==> src/rtl/jt6295_adpcm_pkg.sv <==
// Shared constants and helpers for the time-multiplexed OKI ADPCM decoder.
package jt6295_adpcm_pkg;

  localparam int unsigned STEP_MAX = 48;

  localparam logic [10:0] STEP_TBL [49] = '{
    11'd16,   11'd17,   11'd19,   11'd21,   11'd23,   11'd25,   11'd28,   11'd31,
    11'd34,   11'd37,   11'd41,   11'd45,   11'd50,   11'd55,   11'd60,   11'd66,
    11'd73,   11'd80,   11'd88,   11'd97,   11'd107,  11'd118,  11'd130,  11'd143,
    11'd157,  11'd173,  11'd190,  11'd209,  11'd230,  11'd253,  11'd279,  11'd307,
    11'd337,  11'd371,  11'd408,  11'd449,  11'd494,  11'd544,  11'd598,  11'd658,
    11'd724,  11'd796,  11'd876,  11'd963,  11'd1060, 11'd1166, 11'd1282, 11'd1411,
    11'd1552
  };

  localparam logic [5:0] GAIN_TBL [16] = '{
    6'd32, 6'd22, 6'd16, 6'd11, 6'd8, 6'd6, 6'd4, 6'd3,
    6'd2,  6'd0,  6'd0,  6'd0,  6'd0, 6'd0, 6'd0, 6'd0
  };

  localparam logic [3:0] IDX_INC [4] = '{4'd2, 4'd4, 4'd6, 4'd8};

  function automatic logic signed [11:0] sat12(input logic signed [13:0] v);
    if (v > 14'sd2047) return 12'sd2047;
    if (v < -14'sd2048) return -12'sd2048;
    return v[11:0];
  endfunction

  // Result is sized for the widest mix; callers truncate to their MW.
  function automatic logic signed [17:0] sat_mw(input logic signed [16:0] v,
                                                input int unsigned mw);
    int hi;
    int lo;
    int x;
    hi = (1 << (mw - 1)) - 1;
    lo = -(1 << (mw - 1));
    x  = int'(v);
    if (x > hi) x = hi;
    else if (x < lo) x = lo;
    return 18'(x);
  endfunction

endpackage

==> src/rtl/jt6295_adpcm_dp.sv <==
// Four-stage ADPCM datapath: channel state and nibble in, new state and scaled sample out.
module jt6295_adpcm_dp
  import jt6295_adpcm_pkg::*;
(
  input  logic               clk,
  input  logic               rst,
  input  logic               cen,
  input  logic [5:0]         i_idx,
  input  logic signed [11:0] i_pred,
  input  logic [3:0]         i_nib,
  input  logic [3:0]         i_att,
  output logic [5:0]         o_idx,
  output logic signed [11:0] o_pred,
  output logic signed [11:0] o_snd
);

  logic [10:0]        r1_step, r2_step;
  logic [5:0]         r1_idx, r3_idx;
  logic signed [11:0] r1_pred, r2_pred, r3_pred;
  logic [3:0]         r1_nib, r1_att, r2_att, r3_att;
  logic               r2_sgn, r3_sgn;
  logic [1:0]         r2_lo;
  logic [6:0]         w2_idx, r2_idx;
  logic [11:0]        w2_diff, r2_diff, w3_diff, r3_diff;
  logic [5:0]         w3_idx;
  logic signed [13:0] w4_sum;
  logic signed [18:0] w4_prod;

  always_comb begin
    w2_diff = {4'd0, r1_step[10:3]};
    if (r1_nib[2]) w2_diff = w2_diff + {1'b0, r1_step};
    // idx is carried in 7 bits so that 0-1 shows up as a negative value to clamp.
    w2_idx = {1'b0, r1_idx};
    if (r1_nib[2]) w2_idx = w2_idx + {3'b000, IDX_INC[r1_nib[1:0]]};
    else           w2_idx = w2_idx - 7'd1;
  end

  always_comb begin
    w3_diff = r2_diff;
    if (r2_lo[1]) w3_diff = w3_diff + {2'b00, r2_step[10:1]};
    if (r2_lo[0]) w3_diff = w3_diff + {3'b000, r2_step[10:2]};
    if (r2_idx[6])                    w3_idx = 6'd0;
    else if (r2_idx > 7'(STEP_MAX))   w3_idx = 6'(STEP_MAX);
    else                              w3_idx = r2_idx[5:0];
  end

  always_comb begin
    if (r3_sgn) w4_sum = $signed({{2{r3_pred[11]}}, r3_pred} - {2'b00, r3_diff});
    else        w4_sum = $signed({{2{r3_pred[11]}}, r3_pred} + {2'b00, r3_diff});
    o_pred  = sat12(w4_sum);
    o_idx   = r3_idx;
    w4_prod = $signed({{7{o_pred[11]}}, o_pred}) * $signed({13'd0, GAIN_TBL[r3_att]});
    o_snd   = 12'(w4_prod >>> 5);
  end

  always_ff @(posedge clk or posedge rst) begin
    if (rst) begin
      r1_step <= '0; r1_idx <= '0; r1_pred <= '0; r1_nib <= '0; r1_att <= '0;
      r2_step <= '0; r2_idx <= '0; r2_pred <= '0; r2_diff <= '0; r2_sgn <= 1'b0;
      r2_lo   <= '0; r2_att <= '0;
      r3_idx  <= '0; r3_pred <= '0; r3_diff <= '0; r3_sgn <= 1'b0; r3_att <= '0;
    end else if (cen) begin
      r1_step <= STEP_TBL[i_idx];
      r1_idx  <= i_idx;
      r1_pred <= i_pred;
      r1_nib  <= i_nib;
      r1_att  <= i_att;
      r2_step <= r1_step;
      r2_idx  <= w2_idx;
      r2_pred <= r1_pred;
      r2_diff <= w2_diff;
      r2_sgn  <= r1_nib[3];
      r2_lo   <= r1_nib[1:0];
      r2_att  <= r1_att;
      r3_idx  <= w3_idx;
      r3_pred <= r2_pred;
      r3_diff <= w3_diff;
      r3_sgn  <= r2_sgn;
      r3_att  <= r2_att;
    end
  end

endmodule

==> src/rtl/jt6295_adpcm_mc.sv <==
// Multi-channel ADPCM decoder: state memory, in-flight tags, hazard stall and frame mixer.
module jt6295_adpcm_mc
  import jt6295_adpcm_pkg::*;
#(
  parameter  int unsigned CH  = 4,
  parameter  int unsigned MW  = 14,
  localparam int unsigned CHW = (CH > 1) ? $clog2(CH) : 1
) (
  input  logic                 clk,
  input  logic                 rst,
  input  logic                 cen,
  input  logic                 nib_valid,
  output logic                 nib_ready,
  input  logic [CHW-1:0]       nib_ch,
  input  logic [3:0]           nib_data,
  input  logic [3:0]           nib_att,
  input  logic                 clr_valid,
  input  logic [CHW-1:0]       clr_ch,
  output logic                 out_valid,
  output logic [CHW-1:0]       out_ch,
  output logic signed [11:0]   out_snd,
  output logic signed [MW-1:0] mix,
  output logic                 mix_stb
);

  logic [17:0]        r_mem [CH];
  logic signed [11:0] r_last [CH];
  logic               r_v1, r_v2, r_v3;
  logic [CHW-1:0]     r_ch1, r_ch2, r_ch3;
  logic               r_out_valid, r_mix_stb;
  logic [CHW-1:0]     r_out_ch, r_scan;
  logic signed [11:0] r_out_snd;
  logic signed [MW-1:0] r_mix;
  logic signed [16:0] r_acc;

  logic [17:0]        w_rd;
  logic               w_acc, w_clr, w_wb, w_hit;
  logic [5:0]         w_new_idx;
  logic signed [11:0] w_new_pred, w_snd, w_cur;
  logic signed [16:0] w_sum;

  assign w_rd  = r_mem[nib_ch];
  assign w_hit = (r_v1 && r_ch1 == nib_ch) || (r_v2 && r_ch2 == nib_ch) ||
                 (r_v3 && r_ch3 == nib_ch);
  assign nib_ready = ~w_hit;
  assign w_acc = nib_valid & nib_ready & cen;
  assign w_clr = clr_valid & cen;
  // A clear on the same cen cycle suppresses the stage-IV write-back of that channel.
  assign w_wb  = r_v3 & ~(w_clr && clr_ch == r_ch3);

  assign out_valid = r_out_valid & cen;
  assign mix_stb   = r_mix_stb & cen;
  assign out_ch    = r_out_ch;
  assign out_snd   = r_out_snd;
  assign mix       = r_mix;

  jt6295_adpcm_dp u_dp (
    .clk    (clk),
    .rst    (rst),
    .cen    (cen),
    .i_idx  (w_rd[17:12]),
    .i_pred (w_rd[11:0]),
    .i_nib  (nib_data),
    .i_att  (nib_att),
    .o_idx  (w_new_idx),
    .o_pred (w_new_pred),
    .o_snd  (w_snd)
  );

  always_ff @(posedge clk or posedge rst) begin
    if (rst) begin
      r_v1 <= 1'b0; r_v2 <= 1'b0; r_v3 <= 1'b0;
      r_ch1 <= '0;  r_ch2 <= '0;  r_ch3 <= '0;
    end else if (cen) begin
      r_v1  <= w_acc & ~(w_clr && clr_ch == nib_ch);
      r_v2  <= r_v1 & ~(w_clr && clr_ch == r_ch1);
      r_v3  <= r_v2 & ~(w_clr && clr_ch == r_ch2);
      r_ch1 <= nib_ch;
      r_ch2 <= r_ch1;
      r_ch3 <= r_ch2;
    end
  end

  always_ff @(posedge clk or posedge rst) begin
    if (rst) begin
      for (int i = 0; i < CH; i++) begin
        r_mem[i]  <= '0;
        r_last[i] <= '0;
      end
    end else if (cen) begin
      for (int i = 0; i < CH; i++) begin
        if (w_clr && clr_ch == CHW'(i)) begin
          r_mem[i]  <= '0;
          r_last[i] <= '0;
        end else if (w_wb && r_ch3 == CHW'(i)) begin
          r_mem[i]  <= {w_new_idx, w_new_pred};
          r_last[i] <= w_snd;
        end
      end
    end
  end

  always_ff @(posedge clk or posedge rst) begin
    if (rst) begin
      r_out_valid <= 1'b0;
      r_out_ch    <= '0;
      r_out_snd   <= '0;
    end else if (cen) begin
      r_out_valid <= w_wb;
      if (w_wb) begin
        r_out_ch  <= r_ch3;
        r_out_snd <= w_snd;
      end
    end
  end

  assign w_cur = r_last[r_scan];
  assign w_sum = r_acc + {{5{w_cur[11]}}, w_cur};

  always_ff @(posedge clk or posedge rst) begin
    if (rst) begin
      r_scan    <= '0;
      r_acc     <= '0;
      r_mix     <= '0;
      r_mix_stb <= 1'b0;
    end else if (cen) begin
      if (r_scan == CHW'(CH - 1)) begin
        r_mix     <= MW'(sat_mw(w_sum, MW));
        r_mix_stb <= 1'b1;
        r_acc     <= '0;
        r_scan    <= '0;
      end else begin
        r_acc     <= w_sum;
        r_scan    <= r_scan + 1'b1;
        r_mix_stb <= 1'b0;
      end
    end
  end

endmodule

==> config.mk <==
export PLATFORM = sky130hd
export DESIGN_NAME = jt6295_adpcm_mc
export DESIGN_NICKNAME = d
export VERILOG_FILES = /design/src/rtl/jt6295_adpcm_pkg.sv /design/src/rtl/jt6295_adpcm_dp.sv /design/src/rtl/jt6295_adpcm_mc.sv
export SDC_FILE = /design/constraint.sdc
export NUM_CORES = 1
export LEC_CHECK = 0
export CAP_MARGIN = 15
export CORE_ASPECT_RATIO = 1.4
export CORE_UTILIZATION = 55
export CTS_CLUSTER_SIZE = 25
export DETAILED_ROUTE_END_ITERATION = 8
export PLACE_DENSITY = 0.8
export REMOVE_ABC_BUFFERS = 1
export SYNTH_ARGS = -nofsm -noshare
export SYNTH_HDL_FRONTEND = slang
export SYNTH_SLANG_ARGS = --single-unit
==> constraint.sdc <==
create_clock -name clk -period 9.6 [get_ports clk]
set_input_delay 1.92 -clock clk [delete_from_list [all_inputs] [get_ports clk]]
set_output_delay 1.92 -clock clk [all_outputs]
set_load 0.01 [all_outputs]
# Word-level counts from Yosys, hierarchy flattened
# Memory sizes are Yosys's and may differ from the RTL's. A register that Yosys moved wholly into a read port is not among the register bits.
# Cells that the tools add are included.
classes:
  add_sub_neg: 9
  mul: 1
  div: 0
  order_cmp: 9
  eq_ne: 14
  n_shift: 0
  n_mux: 46
  bitwise_logic: 19
  n_reduce_logical: 29
ops:
  columns: ["operator", "n"]
  rows:
  - ["two-way mux 12 bit", 17]
  - ["two-way mux 18 bit", 10]
  - ["two-way mux 14 bit", 3]
  - ["binary-select mux 18 bit (select 2 bit)", 1]
  - ["binary-select mux 12 bit (select 2 bit)", 1]
  - ["two-way mux 6 bit", 4]
  - ["adder 17 bit", 1]
  - ["> comparator 17 x 14 -> 1 bit, second input constant", 1]
  - ["< comparator 17 x 14 -> 1 bit, second input constant", 1]
  - ["multiplier 12 x 7 -> 17 bit", 1]
  - ["two-way mux 17 bit", 1]
  - ["logical AND 1 bit", 15]
  - ["adder 12 x 13 -> 14 bit", 1]
  - ["== test 2 bit", 7]
  - ["> comparator 14 x 12 -> 1 bit, second input constant", 1]
  - ["< comparator 14 x 12 -> 1 bit, second input constant", 1]
  - ["subtractor 12 x 13 -> 14 bit", 1]
  - ["adder 12 x 10 -> 12 bit", 1]
  - ["adder 12 x 9 -> 12 bit", 1]
  - ["adder 8 x 11 -> 12 bit", 1]
  - ["AND reduction 2 bit", 6]
  - ["== test 2 bit, second input constant", 5]
  - ["AND 1 bit", 9]
  - ["greater-or-equal comparator 3 bit, second input constant", 3]
  - ["18 further kinds", 34]
totals:
  reg_bits: 288
  latchBits: 0
  ram_bits: 0
  mem_bits_ro: 800
  input_bits: 17
  out_inout_bits: 31
  n_memories: 2
memory_table:
  columns: ["name", "words", "width", "read_ports", "rd_ports_with_merged_regs", "wr", "line", "source"]
  rows:
  - ["(name not given)", 64, 11, 1, 1, 0, "jt6295_adpcm_dp.sv:63", "r1_step <= STEP_TBL[i_idx];"]
  - ["(name not given)", 16, 6, 1, 0, 0, "jt6295_adpcm_dp.sv:52", "w4_prod = $signed({{7{o_pred[11]}}, o_pred}) * $signed({13'd0, GAIN_TBL[r3_att]});"]

# Depth between registers and ports, before layout
logic_depth:
  depth_word: 10
  mapped_depth: 36
  ltp_nobuf: 34

# By module
# A second synthesis with hierarchy kept.
hier_totals:
  hier_cells: 1708
  hier_area_um2: 18467.7
by_module_without_submodules:
  columns: ["mod", "n_inst", "cells_each", "area_each_um2"]
  rows:
  - ["jt6295_adpcm_dp", 1, 1067, 10073.4]
  - ["jt6295_adpcm_mc", 1, 641, 8394.3]

# Worst setup path after synthesis
# Ideal clock, no wire load.
synth_timing:
  kind: "reg-to-reg"
  from: "register u_dp.r3_diff[0]"
  to: "register r_out_snd[11], in the netlist out_snd[11]"
  setup_time_ps: 130
  arrival_time_ps: 7776
  t_required_ps: 9470
  slack_ps: 1694
  stages_incl_launch_ff: 37
  n_path_buf: 2
  period_less_slack_ps: 7906
  cell_sequence: "dfrtp_1 -> inv_1 -> ha_1 -> nand2_1 -> nor2_1 -> a31oi_1 -> xnor2_1 -> ha_1 -> a21oi_1 -> nor2b_1 -> or4_4 -> o22ai_4 -> xor2_2 -> buf_2 -> o21bai_1 -> buf_4 -> a21oi_2 -> nor2_1 -> fa_1 -> inv_1 -> fa_1 -> inv_1 -> fa_1 -> inv_1 -> fa_1 -> inv_1 -> ha_1 -> a21o_1 -> a31oi_1 -> o221a_2 -> o21bai_1 -> a21o_1 -> a21oi_1 -> o31ai_4 -> or4_1 -> nand3_2 -> o21ai_1"
synth_via:
  elab_chain_cells: 8
  word_cells_on_any_way: 12
  classes_between: "add/sub (2); mul (1); order compare (2); mux (7)"
synth_rtl:
  columns: ["element", "line", "source"]
  rows:
  - ["start, declared", "jt6295_adpcm_dp.sv:24", "logic [11:0] w2_diff, r2_diff, w3_diff, r3_diff;"]
  - ["start signal, assigned", "jt6295_adpcm_dp.sv:77", "r3_diff <= w3_diff;"]
  - ["adder 12 x 13 -> 14 bit / subtractor 12 x 13 -> 14 bit (equally long branches)", "jt6295_adpcm_dp.sv:49, jt6295_adpcm_dp.sv:48", null]
  - ["two-way mux 14 bit (*)", "jt6295_adpcm_dp.sv:48", "if (r3_sgn) w4_sum = $signed({{2{r3_pred[11]}}, r3_pred} - {2'b00, r3_diff});"]
  - ["< comparator 14 x 12 -> 1 bit", "jt6295_adpcm_pkg.sv:25", "if (v < -14'sd2048) return -12'sd2048;"]
  - ["two-way mux 1 bit (2 in a row)", "jt6295_adpcm_pkg.sv:25", null]
  - ["two-way mux 12 bit", "jt6295_adpcm_pkg.sv:26", "return v[11:0];"]
  - ["two-way mux 12 bit (*)", "jt6295_adpcm_pkg.sv:25", null]
  - ["multiplier 12 x 7 -> 17 bit (*)", "jt6295_adpcm_dp.sv:52", null]
  - ["end signal, assigned", "jt6295_adpcm_mc.sv:112", "r_out_snd <= w_snd;"]
  - ["end, declared", "jt6295_adpcm_mc.sv:32", "logic signed [11:0] r_out_snd;"]
# Every way passes the cells marked *; elsewhere a longest branch is shown, timed or not. The select of a mux whose other input is x is not followed.
# A chain may end at the register's enable or synchronous reset.

# Worst setup path after layout
layout_timing:
  from: "register u_dp.r3_diff[0]"
  to: "register r_last[11] in the netlist's numbering"
layout_via:
  elab_chain_cells: 10
  word_cells_on_any_way: 14
  classes_between: "add/sub (2); mul (1); order compare (2); mux (9)"
layout_rtl:
  columns: ["element", "line", "source"]
  rows:
  - ["adder 12 x 13 -> 14 bit / subtractor 12 x 13 -> 14 bit (equally long branches)", "jt6295_adpcm_dp.sv:49, jt6295_adpcm_dp.sv:48", null]
  - ["two-way mux 14 bit (*)", "jt6295_adpcm_dp.sv:48", null]
  - ["< comparator 14 x 12 -> 1 bit", "jt6295_adpcm_pkg.sv:25", null]
  - ["two-way mux 1 bit (2 in a row)", "jt6295_adpcm_pkg.sv:25", null]
  - ["two-way mux 12 bit", "jt6295_adpcm_pkg.sv:26", null]
  - ["two-way mux 12 bit (*)", "jt6295_adpcm_pkg.sv:25", null]
  - ["multiplier 12 x 7 -> 17 bit (*)", "jt6295_adpcm_dp.sv:52", null]
  - ["two-way mux 12 bit (*)", "jt6295_adpcm_mc.sv:95", "end else if (w_wb && r_ch3 == CHW'(i)) begin"]
  - ["two-way mux 12 bit (*)", "jt6295_adpcm_mc.sv:92", "if (w_clr && clr_ch == CHW'(i)) begin"]
  - ["end signal, assigned by index", "jt6295_adpcm_mc.sv:97", "r_last[i] <= w_snd;"]
  - ["end, declared", "jt6295_adpcm_mc.sv:27", "logic signed [11:0] r_last [CH];"]
# Marked as above.

==> flow_metrics.tcl <==
set metrics [dict create \
    wl_um 42700 \
    syn_to_final_growth_pct 10.5 \
    fin_crit_sh 0.903 \
    holdBufCountCts 0 \
    cts_made_buffers 30 \
    dr.pass1.iters 5 \
    grt_pass1_wl_um 70500 \
    gp_congestion 0.932 \
    drc 0 \
    async_reset_ff_frac 1.00 \
    drive_above_1_share 0.135 \
    p_total_mw 8.01 \
    yosysSeqAreaShare 0.403 \
    grt_max_degree 190 \
    synthCells 1837 \
    whs_ns 0.474 \
    critPathKind "reg2reg" \
    rows 79 \
    die_x_um 157 \
    irDropWorstVdd_mv 0.218 \
    first_iter_violations 755 \
    clock_sinks 298 \
    rsz0062_at_grt "no" \
    clock_latency_ns 0.60 \
    avgRoutedWirePerCell_um 18.6 \
    synth_flop_cell "dfrtp_1" \
    tightest_slew_ns 1.17 \
    timing.final.max_slew_violations 0 \
    finalCriticalPeriod_ns 8.67 \
    finalWorstSetupSlack_ns 0.932 \
    finClkSkew_ns 0.0361 \
    synth.distinct_cells 77 \
    relSlewSlack 0.214 \
    design.die.area_mm2 0.0344 \
    grt_pass1_vias 14100 \
    coreArea_mm2 0.0332 \
    hold_violations 0 \
    vias 13500 \
    avgSynthCellArea_um2 10.1 \
    fin_nets 2000 \
    ys_ff_latch 298 \
    min_path_type "reg2reg" \
    crit_arrival_ns 9.11 \
    synth_edf_count 0 \
    p_per_area_mw_per_mm2 392 \
    p_leak_nw 9.35 \
    antenna_found_initial 0 \
    critPathRequiredTime_ns 10.05 \
    outcome "finished clean" \
    cts_resized 0 \
    seq_area_mm2 0.00746 \
    clk_pin_slew_ns 0.06 \
    multi_input_area_mm2 0.0102 \
    die_h_um 219 \
    overflow 0 \
    cts_htree_levels 1 \
    clockBufferDepth 3 \
    diodes 0 \
    cp-end-kind "flip-flop" \
    start_util 0.557 \
    n_fill_cell 2745 \
    drv_cap 0 \
    vias_per_cell 5.91 \
    grt_usage 0.259 \
    io_pins 48 \
    fmax_mhz 115 \
    crit_path_max_incr_delay_ns 0.56 \
    worstSetupStartpointType "flip-flop" \
    pre_cts_ws_ns 0.727 \
    fin_util 0.615 \
    synth_warnings 0 \
    port-buffer-count 47 \
    synthesis.area_mm2 0.0185 \
    setup_viol 0 \
    cts_root_buffer "clkbuf_16" \
    reg2reg_slack_ns 0.93 \
    postRouteAntennaNets 0 \
    critPathMaxFanout 13 \
    cts_setup_buffers 0 \
    hpwl_um 30000 \
    cts_tree "built" \
    cpMaxStageDelayCell "fa_1" \
]
==> critical path, delay by kind of cell (launching register included) <==
| family | cells | cell delay (ns) |
|---|---|---|
| adders and majority gates | 7 | 2.99 |
| AOI/OAI and AO/OA | 14 | 2.38 |
| and+or+nand+nor | 6 | 1.56 |
| xor gates and xnor gates | 2 | 0.69 |
| buffers and inverters | 4 | 0.49 |
| DFF | 1 | 0.43 |
==> through the flow <==
step	area [um2]	cells	setup TNS, ns
detailed placement	19300	2239	0
floorplan	18100	1737	-164.65
CTS	20400	2293	0
global route	20400	2294	0
finish	20400	2294	0
global placement	19300	2239	0
==> per-layer routing <==
layer | up-vias | routed length (um) | track usage
met4 | 0 | 1640 | 0.128
met5 | - | 0 | 0
li1 | 6364 | - | -
met1 | 6721 | 16200 | 0.285
met3 | 104 | 1610 | 0.0239
met2 | 358 | 23200 | 0.491
==> cells in the mapped netlist (4+ instances only) <==
cell,count,area [um2]
o2111ai_1,5,43.8
or2_2,5,31.3
and3_1,7,43.8
mux2_2,101,1140
mux4_2,28,631
nand3_1,16,80.1
xor2_1,22,193
inv_1,139,522
o21a_1,14,105
nor3_1,24,120
o21bai_1,17,128
clkbuf_1,88,330
o211ai_1,7,52.6
mux2i_1,13,130
nor2b_1,12,75.1
a21o_1,20,150
nand2b_1,26,163
or3_1,5,31.3
xnor2_2,5,81.3
a22o_1,41,359
nor2_1,143,537
and2_1,5,31.3
a21oi_2,11,96.3
a32oi_1,4,35.0
fa_1,51,1020
a21oi_1,101,505
xnor2_1,67,587
o21ai_1,14,70.1
o311ai_0,5,43.8
a211oi_1,11,82.6
nand2_1,158,593
buf_1,5,18.8
nand3b_1,5,37.5
a31oi_1,13,81.3
nor3b_1,5,37.5
or4_1,4,30.0
nand4_1,6,37.5
ha_1,105,1310
o22ai_1,12,75.1
o21ai_0,162,811
dfrtp_1,298,7460
buf_2,6,30.0
==> cell type report <==
| cell class | instances | area share |
|---|---|---|
| repair buffers | 58 | 0.0281 |
| well taps | 445 | 0.0272 |
| clock inverters | 18 | 0.0159 |
| multi-input cells | 1300 | 0.497 |
| flip-flops and latches | 298 | 0.365 |
| inverters | 139 | 0.0259 |
| clock buffers | 36 | 0.0408 |
==> state kept, by name, indices dropped and copies added, names as in the netlist, 7 cells and up <==
name,cells
mix,14
out_snd,12
r_acc,17
r_last,48
r_mem,72
u_dp.r1_pred,12
u_dp.r1_step,11
u_dp.r2_diff,12
u_dp.r2_idx,7
u_dp.r2_pred,12
u_dp.r2_step,10
u_dp.r3_diff,12
u_dp.r3_pred,12
==> layout by cell type, fill, tap and decap left out, types with 6 or more instances in the layout <==
master,n
fa_1,51
nand4_1,6
inv_1,138
a31oi_1,13
a211oi_1,11
mux2i_1,13
a21oi_1,100
o21ai_0,162
ha_1,105
o21a_1,14
and3_1,7
clkbuf_16,30
nor2_1,141
xnor2_1,67
bufinv_16,8
o22ai_1,12
a21o_1,20
nand2_1,158
o211ai_1,7
clkbuf_8,6
clkinv_2,6
a21oi_2,12
dfrtp_1,298
nor2b_1,12
o21ai_1,14
nand2b_1,26
a22o_1,41
o21bai_1,17
buf_4,9
mux4_2,28
nor3_1,23
xor2_1,22
clkdlybuf4s50_1,45
nand3_1,16
mux2_2,101
==> kinds of logic (layout without fill, tap and decap cells) <==
family / count (synthesis) / in the layout / share of synthesized area
and+or+nand+nor: 437 / 437 / 0.109
muxes: 142 / 142 / 0.103
buffers and inverters: 239 / 251 / 0.0491
adders and majority gates: 156 / 156 / 0.126
AOI/OAI and AO/OA: 469 / 469 / 0.162
DFF: 298 / 298 / 0.403
xor gates and xnor gates: 96 / 96 / 0.0483
==> where the power goes <==
| group | internal [mW] | switching, mW | leakage, nW |
|---|---|---|---|
| registers | 1.67 | 0.326 | 3.87 |
| logic | 1.91 | 2.75 | 4.92 |
| clock network | 0.834 | 0.517 | 0.566 |
==> final timing paths <==
path	startpoint	end	depth (start not counted)
max in group asynchronous	rst	r_mem[61]$_DFFE_PP0P_	3
setup reg to reg	u_dp.r3_diff[0]$_DFFE_PP0P_	r_last[11]$_DFFE_PP0P_	33
min in group asynchronous	rst	u_dp.r1_nib[0]$_DFFE_PP0P_	2
hold / removal	mix[9]$_DFFE_PP0P_	mix[9]$_DFFE_PP0P_	2
setup / recovery	u_dp.r3_diff[0]$_DFFE_PP0P_	r_last[11]$_DFFE_PP0P_	33
hold reg to reg	mix[9]$_DFFE_PP0P_	mix[9]$_DFFE_PP0P_	2
Note: power is estimated with default switching activity, not from simulation.
